===== src/rtl/cpu6502_pkg.sv =====
// Shared types for the 6502 front end: address/byte aliases, prefetch queue
// entry layout and the fetch-state encoding.
package cpu6502_pkg;

  typedef logic [15:0] addr_t;
  typedef logic [7:0]  byte_t;

  typedef struct packed {
    addr_t pc;
    byte_t data;
  } fq_entry_t;

  typedef enum logic [1:0] {
    S_RUN   = 2'd0,
    S_FULL  = 2'd1,
    S_FLUSH = 2'd2
  } fetch_state_t;

endpackage


===== src/rtl/byte_fifo.sv =====
// DEPTH-entry circular buffer of {pc, byte} entries with push, pop, flush and
// an occupancy count. Flush wins over push/pop in the same cycle.
module byte_fifo
  import cpu6502_pkg::*;
#(
  parameter int DEPTH = 4
) (
  input  logic                   clk,
  input  logic                   rst_n,
  input  logic                   push,
  input  fq_entry_t              push_entry,
  input  logic                   pop,
  input  logic                   flush,
  output fq_entry_t              head,
  output logic [$clog2(DEPTH):0] count
);

  localparam int PW = $clog2(DEPTH);

  fq_entry_t     mem_q [DEPTH];
  logic [PW-1:0] rd_ptr_q, rd_ptr_d;
  logic [PW-1:0] wr_ptr_q, wr_ptr_d;
  logic [PW:0]   count_q,  count_d;

  // DEPTH is a power of two, so pointer wrap is plain PW-bit overflow.
  always_comb begin
    rd_ptr_d = rd_ptr_q;
    wr_ptr_d = wr_ptr_q;
    count_d  = count_q;
    if (flush) begin
      rd_ptr_d = '0;
      wr_ptr_d = '0;
      count_d  = '0;
    end else begin
      if (push) wr_ptr_d = wr_ptr_q + 1'b1;
      if (pop)  rd_ptr_d = rd_ptr_q + 1'b1;
      count_d = count_q + (PW+1)'(push) - (PW+1)'(pop);
    end
  end

  always_ff @(posedge clk or negedge rst_n) begin
    if (!rst_n) begin
      rd_ptr_q <= '0;
      wr_ptr_q <= '0;
      count_q  <= '0;
    end else begin
      rd_ptr_q <= rd_ptr_d;
      wr_ptr_q <= wr_ptr_d;
      count_q  <= count_d;
    end
  end

  // Storage needs no reset: stale entries are never visible while count is 0.
  always_ff @(posedge clk) begin
    if (push && !flush) mem_q[wr_ptr_q] <= push_entry;
  end

  assign head  = mem_q[rd_ptr_q];
  assign count = count_q;

endmodule


===== src/rtl/fetch_prefetch_queue.sv =====
// Instruction prefetch: walks the byte ROM from the fetch PC, buffers bytes with
// their PCs, and hands them to the decoder; redirect flushes and restarts fetch.
module fetch_prefetch_queue
  import cpu6502_pkg::*;
#(
  parameter int    DEPTH    = 4,
  parameter addr_t RESET_PC = 16'h0000
) (
  input  logic                   clk,
  input  logic                   rst_n,
  output logic [15:0]            mem_addr,
  input  logic [7:0]             mem_data,
  input  logic                   redirect_valid,
  input  logic [15:0]            redirect_pc,
  output logic                   out_valid,
  output logic [7:0]             out_byte,
  output logic [15:0]            out_pc,
  input  logic                   out_ready,
  output logic [$clog2(DEPTH):0] fill_level
);

  localparam int          PW       = $clog2(DEPTH);
  localparam logic [PW:0] FULL_CNT = (PW+1)'(DEPTH);

  fetch_state_t state_q, state_d;
  addr_t        fpc_q, fpc_d;
  logic [PW:0]  count;
  fq_entry_t    head;
  logic         pop, push;

  assign pop  = out_valid && out_ready;
  assign push = (state_q != S_FLUSH) && !redirect_valid &&
                ((count != FULL_CNT) || pop);

  byte_fifo #(.DEPTH(DEPTH)) u_fifo (
    .clk        (clk),
    .rst_n      (rst_n),
    .push       (push),
    .push_entry ('{pc: fpc_q, data: mem_data}),
    .pop        (pop),
    .flush      (redirect_valid),
    .head       (head),
    .count      (count)
  );

  always_comb begin
    state_d = state_q;
    fpc_d   = fpc_q;
    if (redirect_valid) begin
      state_d = S_FLUSH;
      fpc_d   = redirect_pc;
    end else begin
      if (push) fpc_d = fpc_q + 16'd1;
      unique case (state_q)
        S_RUN:   if ((count == FULL_CNT || (count == FULL_CNT - 1'b1 && push)) && !pop)
                   state_d = S_FULL;
        S_FULL:  if (pop) state_d = S_RUN;
        S_FLUSH: state_d = S_RUN;
        default: state_d = S_RUN;
      endcase
    end
  end

  always_ff @(posedge clk or negedge rst_n) begin
    if (!rst_n) begin
      state_q <= S_RUN;
      fpc_q   <= RESET_PC;
    end else begin
      state_q <= state_d;
      fpc_q   <= fpc_d;
    end
  end

  // Head fields read as zero while empty so reset and flush show clean outputs.
  assign mem_addr   = fpc_q;
  assign out_valid  = (count != '0);
  assign out_byte   = out_valid ? head.data : 8'h00;
  assign out_pc     = out_valid ? head.pc   : 16'h0000;
  assign fill_level = count;

endmodule

===== config.mk =====
export PLATFORM = sky130hd
export DESIGN_NAME = fetch_prefetch_queue
export DESIGN_NICKNAME = d
export VERILOG_FILES = /design/src/rtl/cpu6502_pkg.sv /design/src/rtl/byte_fifo.sv /design/src/rtl/fetch_prefetch_queue.sv
export SDC_FILE = /design/constraint.sdc
export NUM_CORES = 1
export LEC_CHECK = 0
export ABC_AREA = 1
export CORE_MARGIN = 1
export CORE_UTILIZATION = 40
export CTS_BUF_LIST = sky130_fd_sc_hd__clkbuf_4 sky130_fd_sc_hd__clkbuf_8
export DETAILED_ROUTE_END_ITERATION = 6
export PLACE_DENSITY = 0.61
export SYNTH_ARGS = -nofsm -noshare
export SYNTH_HDL_FRONTEND = slang
export SYNTH_HIERARCHICAL = 1
export SYNTH_SLANG_ARGS = --single-unit
export TNS_END_PERCENT = 1

===== constraint.sdc =====
create_clock -name clk -period 2.7 [get_ports clk]
set_input_delay 0.405 -clock clk [delete_from_list [all_inputs] [get_ports clk]]
set_output_delay 0.405 -clock clk [all_outputs]
set_load 0.03 [all_outputs]

==> summary.txt, run 1 <==
status: complete, no violations
CTS max path bufs: 2
P_leak: 3.18 nW
predominant post-synthesis flop cell: edfxtp_1
Syn-to-layout area delta: 22.8%
clock root buffer: clkbuf_8
Ports: 72
Worst EP arrival: 2.06 ns
synth unique cells: 30
M1 wire length: 5.79 mm
number of global-route vias before repair: 3926
CTS sink cnt: 121
dpl cells: 822
max cap viols: 0
critical path's largest stage delay: 0.68 ns
vias per cell: 4.79
cts hold-fix bufs: 0
Post-CTS Setup Bufs: 0
Synth Warn #: 6
DRC viols: 0
relative slew slack: 62.2%
fin crit period: 2.47 ns
routed wl met3: 435 microns
ranking of synthesized cells by area: edfxtp_1 (49%), dfrtp_1 (11%), nand2_1 (9.4%)
total global routing overflow: 0
CP Buf/Inv Count: 2
Mapped Nets: 615
combinational family with the most area after synthesis: simple AND/OR/NAND/NOR gates
drt pass-1 iters: 5
GP Congestion: 0.809
period utilization: 91.4%
met2 WL post-DR: 5.82 mm
Synth Area in Adders: 1.83%
Non-Filler Instances: 854
antenna viol nets, final: 0
hold crit path type: in -> async
Final Worst Setup Slack: 0.232 ns
Compound-Gate Fraction of Synth Area: 10.1%
pin count of the biggest net entering global routing: 53
Final nets: 697
initial antenna violation count: 0
Final Total Pwr: 6.64 mW
XOR/XNOR share of the synthesized area: 0.745%
Setup Viol. Count Final: 0
detailed-route via count: 4089
row cnt: 43
top-area cell type share of the netlist area: 49.1%
# fillers: 1350
DR iter-0 viols: 171
simple-gate share of the synthesized area: 17.3%
Crit-path slowest cell: clkdlybuf4s50_1
WS Path Type: reg -> out
die footprint: 15200 sq um
Max Clock Skew: 0.0119 ns
H-tree levels: 4
PD cells: 920 nW/um^2
first-pass GRT wire length: 19.9 mm
number of synthesized register bits: 121
crit path capture type: output pin
Max Fclk: 405 MHz
Worst setup SP type: flip-flop
Syn Area/Cell: 10.1 sq um
worst path required time: 2.30 ns
Hold Vio Cnt, Final: 0
mapped cell area: 5870 sq um
post-synthesis cell count: 579
most common cell after layout, fill and taps aside: nand2_1
Initial Util: 41.7%
most frequent cells in the layout: nand2_1 (147), inv_1 (100), edfxtp_1 (96)
Synth area leader: edfxtp_1
Fin Hold WS: 0.351 ns
Worst VDD drop: 0.000562 V
n_diodes: 0
Detailed Place HPWL: 8.00 mm
Worst-Margin Slew: 0.566 ns
post-place setup slack: 0.438 ns
chip width: 123 microns
Routed WL per cell: 14.2 microns
number of flops mapped to enable cells by yosys: 96
total global-route track usage: 17.6%
sequential cell area fraction in the yosys report: 59.7%
die height: 123 microns
crit-path cells: nor2_4, nand2_1, inv_1, nor2_1, clkdlybuf4s50_1
clock latency on the worst-skew pair: 0.42 ns
post-synthesis mux area share: 0%
Port Buffer Count: 71
CORE AREA: 14100 sq um
final wirelength: 12.1 mm
CTS clk-pin slew, worst paths: 0.07 ns
Critical Path Fanout Max: 6
TritonCTS buffer count: 17
final slew viol count: 0
DR top layer: met4
FFs w/ async S/R, synth: 20.7%
CTS tree: built
top cell family by delay on the critical path: buffers and inverters
share of cells above drive strength 1: 17.5%
unrepaired setup endpoints after global routing: false
setup_tns: 0 ns
[Yosys cell counts, types with 6 or more instances]
| cell | number |
|---|---|
| nand2_1 | 147 |
| ha_1 | 7 |
| buf_2 | 10 |
| o211ai_1 | 21 |
| a21oi_1 | 6 |
| o211ai_2 | 29 |
| inv_1 | 100 |
| nand3_1 | 38 |
| inv_2 | 8 |
| nor2_1 | 54 |
| dfrtp_1 | 25 |
| buf_6 | 7 |
| edfxtp_1 | 96 |
[metrics by stage]
stage | instance area [sq um] | utilization, %
floorplan | 5870 | -
global placement | 6810 | 48.3
detailed placement | 6810 | 48.3
CTS | 7210 | 51.1
global route | 7210 | 51.2
finish | 7210 | 51.2
[report_power, final]
group	total (mW)	switching, mW	internal [mW]	leakage (nW)
combinational	2.63	1.61	1.02	1.80
sequential	2.39	0.207	2.18	1.18
clock	1.62	0.668	0.954	0.205
total	6.64	2.49	4.15	3.18
[cells by family (layout without fill, tap and decap cells)]
kind of cell | after synthesis | in the layout
simple gates | 249 | 249
xor+xnor | 5 | 5
compound gates | 62 | 62
fa+ha+maj | 8 | 8
flops | 121 | 121
buf+inv | 134 | 229
[layout make-up]
type,instances,area [sq um],area share (%)
Multi-Input combinational cell,324,1770,24.5
Inverter,110,418,5.79
Timing Repair Buffer,87,892,12.4
Tap cell,180,225,3.12
Sequential cell,121,3510,48.7
Clock buffer,22,272,3.76
Clock inverter,10,129,1.79
[registers in the layout (all words and copies together) (netlist names)]
| register | count |
|---|---|
| u_fifo/wr_ptr_q | 2 |
| state_q | 2 |
| u_fifo/rd_ptr_q | 2 |
| u_fifo/mem_q | 96 |
| mem_addr | 16 |
| u_fifo/count | 3 |
[repair_timing]
item,4_1_cts,5_1_grt
gates resized for setup,0,2
endpoints found under the setup margin,0,5
endpoints found under the hold margin,0,0
[final timing paths]
| kind | slack [ns] | cells after the start | to | start |
|---|---|---|---|---|
| setup / recovery | 0.23 | 5 | out_byte[7] | u_fifo/count[1]$_DFF_PN0_ |
| hold / removal | 0.35 | 2 | mem_addr[11]$_DFFE_PN0P_ | rst_n |
| setup reg to reg | 0.58 | 11 | u_fifo/count[2]$_DFF_PN0_ | u_fifo/count[1]$_DFF_PN0_ |
| hold reg to reg | 0.53 | 3 | state_q[0]$_DFFE_PN0P_ | state_q[1]$_DFFE_PN0P_ |
| max in group asynchronous | 2.07 | 2 | u_fifo/rd_ptr_q[1]$_DFFE_PN0P_ | rst_n |
| min in group clk | 0.53 | 3 | state_q[0]$_DFFE_PN0P_ | state_q[1]$_DFFE_PN0P_ |
[routing by layer]
layer | vias to the layer above | GRT usage (%)
met4 | 0 | 5.72
met2 | 87 | 28.6
met3 | 9 | 4.06
li1 | 2056 | -
met5 | - | 0
met1 | 1937 | 23.3
Power figures use the tool's default switching activity.
==> inputs of run 2 (changes only) <==
--- a/config.mk
+++ b/config.mk
@@ -6,7 +6,6 @@
 export NUM_CORES = 1
 export LEC_CHECK = 0
 export ABC_AREA = 1
-export CORE_MARGIN = 1
 export CORE_UTILIZATION = 40
 export CTS_BUF_LIST = sky130_fd_sc_hd__clkbuf_4 sky130_fd_sc_hd__clkbuf_8
 export DETAILED_ROUTE_END_ITERATION = 6
==> results of run 2 <==
Same layout as run 1: the final DEF is identical, and so are final timing and power.
